===== src/rtl/otter_uart_pkg.sv =====
// Shared UART definitions: transmitter FSM state encoding and default build constants.
package otter_uart_pkg;

    localparam int unsigned UART_DEFAULT_CLKS_PER_BIT = 434;
    localparam int unsigned UART_DEFAULT_FIFO_DEPTH   = 8;

    typedef enum logic [1:0] {
        IDLE      = 2'd0,
        START_BIT = 2'd1,
        DATA_BITS = 2'd2,
        STOP_BIT  = 2'd3
    } uart_tx_state_t;

endpackage


===== src/rtl/sync_fifo.sv =====
// Single-clock FIFO with combinational head read; full/empty derive from a registered count.
module sync_fifo #(
    parameter int unsigned WIDTH = 8,
    parameter int unsigned DEPTH = 8
) (
    input  logic             CLK,
    input  logic             RST_N,
    input  logic             WR,
    input  logic [WIDTH-1:0] WDATA,
    input  logic             RD,
    output logic [WIDTH-1:0] RDATA,
    output logic             FULL,
    output logic             EMPTY
);

    localparam int unsigned AW = (DEPTH > 1) ? $clog2(DEPTH) : 1;

    logic [WIDTH-1:0] mem [DEPTH];
    logic [AW-1:0]    wr_ptr;
    logic [AW-1:0]    rd_ptr;
    logic [AW:0]      count;
    logic             push;
    logic             pop;

    // A write while full is dropped even if a read frees a slot on the same edge.
    assign push  = WR && !FULL;
    assign pop   = RD && !EMPTY;
    assign FULL  = (count == (AW + 1)'(DEPTH));
    assign EMPTY = (count == '0);
    assign RDATA = mem[rd_ptr];

    always_ff @(posedge CLK or negedge RST_N) begin
        if (!RST_N) begin
            wr_ptr <= '0;
            rd_ptr <= '0;
            count  <= '0;
        end else begin
            if (push) begin
                wr_ptr <= wr_ptr + 1'b1;
            end
            if (pop) begin
                rd_ptr <= rd_ptr + 1'b1;
            end
            if (push && !pop) begin
                count <= count + 1'b1;
            end else if (pop && !push) begin
                count <= count - 1'b1;
            end
        end
    end

    always_ff @(posedge CLK) begin
        if (push) begin
            mem[wr_ptr] <= WDATA;
        end
    end

endmodule


===== src/rtl/uart_tx_fifo.sv =====
// Buffered 8N1 UART transmitter: MMIO writes queue bytes, the FSM drains them back to back.
module uart_tx_fifo
    import otter_uart_pkg::*;
#(
    parameter int unsigned CLKS_PER_BIT = UART_DEFAULT_CLKS_PER_BIT,
    parameter int unsigned FIFO_DEPTH   = UART_DEFAULT_FIFO_DEPTH
) (
    input  logic       CLK,
    input  logic       RST_N,
    input  logic       START,
    input  logic [7:0] DATA,
    output logic       READY,
    output logic       TX,
    output logic       BUSY
);

    localparam int unsigned BW = (CLKS_PER_BIT > 1) ? $clog2(CLKS_PER_BIT) : 1;

    uart_tx_state_t state, state_next;
    logic [BW-1:0]  baud_cnt, baud_next;
    logic [2:0]     bit_idx, bit_idx_next;
    logic [7:0]     shift_reg, shift_next;
    logic           tx_reg;
    logic           baud_end;
    logic           fifo_rd;
    logic           fifo_full;
    logic           fifo_empty;
    logic [7:0]     fifo_rdata;

    sync_fifo #(
        .WIDTH (8),
        .DEPTH (FIFO_DEPTH)
    ) u_fifo (
        .CLK   (CLK),
        .RST_N (RST_N),
        .WR    (START),
        .WDATA (DATA),
        .RD    (fifo_rd),
        .RDATA (fifo_rdata),
        .FULL  (fifo_full),
        .EMPTY (fifo_empty)
    );

    assign baud_end = (baud_cnt == BW'(CLKS_PER_BIT - 1));
    assign READY    = !fifo_full;
    assign BUSY     = !fifo_empty || (state != IDLE);
    assign TX       = tx_reg;

    always_comb begin
        state_next   = state;
        baud_next    = baud_cnt;
        bit_idx_next = bit_idx;
        shift_next   = shift_reg;
        fifo_rd      = 1'b0;
        unique case (state)
            IDLE: begin
                if (!fifo_empty) begin
                    fifo_rd    = 1'b1;
                    shift_next = fifo_rdata;
                    baud_next  = '0;
                    state_next = START_BIT;
                end
            end
            START_BIT: begin
                if (baud_end) begin
                    baud_next    = '0;
                    bit_idx_next = '0;
                    state_next   = DATA_BITS;
                end else begin
                    baud_next = baud_cnt + 1'b1;
                end
            end
            DATA_BITS: begin
                if (baud_end) begin
                    baud_next    = '0;
                    bit_idx_next = bit_idx + 1'b1;
                    shift_next   = {1'b0, shift_reg[7:1]};
                    if (bit_idx == 3'd7) begin
                        state_next = STOP_BIT;
                    end
                end else begin
                    baud_next = baud_cnt + 1'b1;
                end
            end
            STOP_BIT: begin
                if (baud_end) begin
                    baud_next = '0;
                    // Chain straight into the next start bit so queued frames have no idle gap.
                    if (!fifo_empty) begin
                        fifo_rd    = 1'b1;
                        shift_next = fifo_rdata;
                        state_next = START_BIT;
                    end else begin
                        state_next = IDLE;
                    end
                end else begin
                    baud_next = baud_cnt + 1'b1;
                end
            end
        endcase
    end

    always_ff @(posedge CLK or negedge RST_N) begin
        if (!RST_N) begin
            state     <= IDLE;
            baud_cnt  <= '0;
            bit_idx   <= '0;
            shift_reg <= '0;
        end else begin
            state     <= state_next;
            baud_cnt  <= baud_next;
            bit_idx   <= bit_idx_next;
            shift_reg <= shift_next;
        end
    end

    // Line level is registered from the current state, so TX trails the FSM by one cycle.
    always_ff @(posedge CLK or negedge RST_N) begin
        if (!RST_N) begin
            tx_reg <= 1'b1;
        end else begin
            case (state)
                START_BIT: tx_reg <= 1'b0;
                DATA_BITS: tx_reg <= shift_reg[0];
                default:   tx_reg <= 1'b1;
            endcase
        end
    end

endmodule


===== config.mk =====
export PLATFORM = sky130hd
export DESIGN_NAME = uart_tx_fifo
export DESIGN_NICKNAME = d
export VERILOG_FILES = /design/src/rtl/otter_uart_pkg.sv /design/src/rtl/sync_fifo.sv /design/src/rtl/uart_tx_fifo.sv
export SDC_FILE = /design/constraint.sdc
export NUM_CORES = 1
export LEC_CHECK = 0
export BUFFER_PORTS_ARGS = -buffer_cell sky130_fd_sc_hd__buf_2
export CAP_MARGIN = 40
export CORE_ASPECT_RATIO = 0.5
export CORE_MARGIN = 3
export CORE_UTILIZATION = 50
export CTS_CLUSTER_SIZE = 16
export DETAILED_ROUTE_END_ITERATION = 8
export GPL_TIMING_DRIVEN = 0
export PLACE_DENSITY = 0.65
export SYNTH_ARGS = -nofsm -noshare
export SYNTH_HDL_FRONTEND = slang
export SYNTH_SLANG_ARGS = --single-unit

===== constraint.sdc =====
create_clock -name CLK -period 5.6 [get_ports CLK]
set_input_delay 1.68 -clock CLK [delete_from_list [all_inputs] [get_ports CLK]]
set_output_delay 1.68 -clock CLK [all_outputs]
set_load 0.02 [all_outputs]

* Word level (Yosys, flattened, before mapping)
Memories as Yosys holds them, arrays and structs flattened. Cells that the tools add are included.
Operators by class: div/mod/pow operators 0, bitwise logic cells 0, $mul 0, order comparisons 0, eq/ne operators 11, add/sub/neg operators 6, shifts and indexed selects 0, muxes and demuxes 25, reductions and logical operators 19
Operators by type and width (count):
- 8-bit 2-to-1 mux | 3
- 8-bit case mux with 3 select lines | 1
- 9-bit 2-to-1 mux | 2
- 9-bit case mux with 2 select lines | 1
- 2-bit 2-to-1 mux | 5
- 2-bit != test (second input constant) | 5
- 3-bit by 1-bit adder with 3-bit output (second input constant) | 3
- 9-bit by 1-bit adder with 9-bit output (second input constant) | 1
- 9-bit == test (second input constant) | 1
- 4-bit 2-to-1 mux | 2
- 2-bit case mux with 4 select lines | 1
- 3-bit 2-to-1 mux | 2
- 3-bit case mux with 2 select lines | 1
- 3-bit AND reduction | 2
- 2-bit nonzero test | 3
- 1-bit 2-to-1 mux | 5
- 5-bit AND reduction | 1
- 4-bit by 1-bit adder with 4-bit output (second input constant) | 1
- 2-bit == test (second input constant) | 2
- 4-bit == test (second input constant) | 1
- 1-bit logical AND | 4
- 1-bit zero test | 4
- 4-bit zero test | 1
- 1-bit case mux with 2 select lines | 2
- other kinds (7) | 7
Word-level totals: output and inout bits 3, RAM bits 64, register bits after elaboration 33, memories kept 1, input port bits 11, memory bits (read-only) 0, bits in latches 0
Memory list:
- u_fifo.mem | depth 8, bits a word 8, rd ports 1, clocked after memory_dff 0, write ports 1, line sync_fifo.sv:18 | logic [WIDTH-1:0] mem [DEPTH];

* Logic depth before layout (Yosys ltp)
depth after elaboration 8, gate-level depth with buffers 14, depth with buffers taken out 13

* By module
From an unflattened synthesis, not the netlist that was laid out.
Unflattened totals: cells, all modules 275, area total of the unflattened synthesis 4441.8 um2
Modules (own cells, without submodules):
- sync_fifo | seq. area each 2172.1 um2, cells an instance 157, area an instance 3119.2 um2, instances 1
- uart_tx_fifo | seq. area each 576.8 um2, cells an instance 118, area an instance 1322.5 um2, instances 1

* Least setup slack after synthesis
No wires, ideal clock.
kind input -> register, start input START, end register u_fifo.count[3], path slack 2.399 ns, arrival 3.121 ns, cell stages on the path 9, cell sequence and2_1 -> buf_6 -> ha_1 -> inv_1 -> ha_1 -> a21o_1 -> a21oi_1 -> mux2i_1 -> xnor2_1
On the way: longest elaborated chain between the ends 4
Ends and longest elaborated chain:
- from (decl) | line uart_tx_fifo.sv:10 | input logic START,
- 1-bit logical AND * | line sync_fifo.sv:26 | assign push = WR && !FULL;
- named net u_fifo.push | line sync_fifo.sv:22 | logic push;
- 1-bit zero test | line sync_fifo.sv:46 | end else if (pop && !push) begin
- 1-bit logical AND | line sync_fifo.sv:46
- 2-bit nonzero test (no source line)
- to (signal assigned) | line sync_fifo.sv:45 | count <= count + 1'b1;
- to (signal assigned) | line sync_fifo.sv:47 | count <= count - 1'b1;
- to (decl) | line sync_fifo.sv:21 | logic [AW:0] count;
Mark *: on every way through the listed nets, which the timed path passes. The rest lies on a longest branch. A chain may end at the register's enable or synchronous reset.

* Worst setup path in the final report
start register state[0], end output BUSY
On the way: longest elaborated chain between the ends 2
Ends and longest elaborated chain:
- from (decl) | line uart_tx_fifo.sv:19 | uart_tx_state_t state, state_next;
- from (signal assigned) | line uart_tx_fifo.sv:110 | state <= state_next;
- 2-bit nonzero test | line uart_tx_fifo.sv:46 | assign BUSY = !fifo_empty || (state != IDLE);
- 1-bit logical OR | line uart_tx_fifo.sv:46
- to (decl) | line uart_tx_fifo.sv:14 | output logic BUSY
Every way passes these cells.

==> qor.yml <==
clock_network:
  cts_tree: "built"
  clk_path_buf_depth: 2
  post_cts_resized: 0
  path_clk_slew_ns: 0.06
  postCtsHoldBufs: 0
  cts_root_buf: "clkbuf_16"
  clock_sinks: 97
  cts_buffers: 9
  cts_max_level: 3
  worst_skew_pair.late_latency_ns: 0.34
  post_cts_buffers: 0
critical_path:
  critPathCaptureType: "primary output"
  crit_arrival_ns: 2.03
  crit_fanout: 10
  start_kind: "flip-flop"
  path_class: "flip-flop to primary output"
  worstPathRequired_ns: 3.92
yosys:
  yosysWarnings: 0
  synthArstFlopShare_pct: 34.0
  syn_nets: 310
  yosys_register_bits: 97
  netlist_area_mm2: 0.00439
  synthDistinctLibCells: 50
  synthCells: 283
  syn_avg_cell_area_um2: 15.5
  synthFlopType: "edfxtp_1"
  synth_edf_count: 64
  seq_area_frac_synth_pct: 62.6
floorplan:
  die_area_mm2: 0.0100
  start_util_pct: 53.2
  die_x_um: 139
  rows: 23
  io_pins: 14
  core_area_mm2: 0.00826
  die_h_um: 72.3
sta:
  fin_skew_ns: 0.00976
  maxSlewViolCount: 0
  finalCritPeriodShare_pct: 66.3
  period_needed_ns: 3.71
  tightest_slew_ns: 0.839
  hold_violations: 0
  fmax_ghz: 0.269
  setup_viol: 0
  rsz0062_at_grt: "false"
  finalSetupTns_ns: 0
  max-slew-margin-rel_pct: 43.9
  hold_slack_ns: 0.502
route:
  vias_per_cell: 5.68
  vias: 2448
  drcViolationCount: 0
  drtIter0Drc: 162
  ant_nets: 0
  drt-pass1-iter-count: 4
  wirelength_mm: 7.91
  routedWlPerCell_um: 18.3
run:
  drv_cap: 0
global_route:
  grt_pass1_vias: 2468
  grt_antenna_before_repair: 0
  use_met1_pct: 22.8
  grt_usage_pct: 17.3
  grt_most_used_layer: "met2"
  use_met2_pct: 28.9
  grt_pass1_wl_mm: 13.2
  grt_max_degree: 34
  met3_usage_pct: 5.13
  grt_overflow: 0
placed_design:
  place_congestion: 0.756
  dp_hpwl_mm: 5.49
  io_buffers: 13
status:
  status: "complete, no violations"
power_and_ir_drop:
  p_leak_uw: 0.00189
  ir_drop_uv: 178
  power_density_mw_per_mm2: 360
cells_and_area:
  nets: 341
  antenna_cells: 0
  multi_input_area_mm2: 0.00151
  fillCellCount: 608
  drive_gt1_share_pct: 21.9
  largest_reg_flops: 64
  regArea_mm2: 0.00275
  area_delta_synth_final_pct: 12.6
min_path:
  hold_class: "flip-flop to flip-flop"
## critical path: stages (launching register included)
cell and delay (ns):
dfrtp_1 0.43, inv_1 0.15, ha_1 0.16, clkbuf_1 0.32
and2_1 0.18, buf_2 0.20, inv_1 0.10, buf_2 0.17
## report_power, final
| group | switching (uW) | internal, uW | leakage (uW) | total [uW] |
|---|---|---|---|---|
| clock | 264 | 349 | 0.000148 | 613 |
| combinational | 130 | 117 | 0.000758 | 248 |
| sequential | 55.1 | 866 | 0.000984 | 921 |
## cells in the final DEF (no fill, tap or decap), types with 4 or more instances in the layout
master,count
a211oi_1,5
a21oi_1,4
and3_1,4
buf_2,17
buf_4,9
clkbuf_16,9
dfrtp_1,32
edfxtp_1,64
ha_1,15
inv_1,8
mux2_2,10
mux2i_1,11
mux4_1,10
mux4_2,5
nand2_1,10
nand2b_1,5
nand3_1,5
nor2_1,13
nor3_1,4
o21ai_0,20
o21ai_1,4
xnor2_1,4
## routing by layer
metal | share of wire [%] | routed length [um]
met1 | 46 | 3670
met2 | 48 | 3790
met3 | 4.5 | 356
met4 | 1.2 | 91
met5 | 0 | 0
## cell families (layout without fill, tap and decap cells)
logic type	count (synthesis)	after routing	share of synthesized area [%]
DFF	97	97	62.6
and+or+nand+nor	56	56	7.23
AOI/OAI and AO/OA	49	49	7.12
muxes	37	37	14.0
buffers and inverters	21	57	3.02
adders and majority gates	16	16	4.73
xor gates and xnor gates	7	7	1.40
## cells in the mapped netlist (all sizes together), types with 4 or more instances
master / count / share of area, %
edfxtp: 64 / 44
dfrtp: 32 / 18
o21ai: 24 / 2.7
ha: 15 / 4.3
mux4: 15 / 8.5
nor2: 13 / 1.1
mux2: 11 / 2.9
mux2i: 11 / 2.5
buf: 10 / 2.1
nand2: 10 / 0.85
inv: 8 / 0.68
a21oi: 6 / 0.85
a211oi: 5 / 0.85
nand2b: 5 / 0.71
nand3: 5 / 0.57
nor3: 5 / 0.68
and3: 4 / 0.57
xnor2: 4 / 0.80
## through the flow
step	setup WS, ns	total power (uW)	cell area [um^2]	std cells	util, %
floorplan	2.40	1090	4390	283	-
global placement	2.02	1150	4600	408	55.7
detailed placement	2.19	1180	4640	414	56.2
CTS	1.87	1800	4940	430	59.8
global route	1.74	1870	4950	431	59.9
finish	1.89	1780	4950	431	59.9
## final cells by class
type	count	share of cell area, %
timing repair buffer	20	2.33
inverter	8	0.607
clock inverter	7	1.49
multi-input combinational	165	30.6
sequential	97	55.5
tap	112	2.83
buffer	13	2.07
clock buffer	9	4.55
## worst paths after layout
check                                 start               to  slack [ns]  cells after the start
worst max-delay path               state[0]             BUSY        1.89                      7
worst max register to register     state[0]  u_fifo.count[3]        2.63                     13
min in group asynchronous             RST_N      baud_cnt[8]        1.41                      1
worst min-delay path            baud_cnt[7]      baud_cnt[7]        0.50                      1
worst min register to register  baud_cnt[7]      baud_cnt[7]        0.50                      1
max in group asynchronous             RST_N  u_fifo.count[2]        3.71                      1
(Power assumes the default switching activity.)
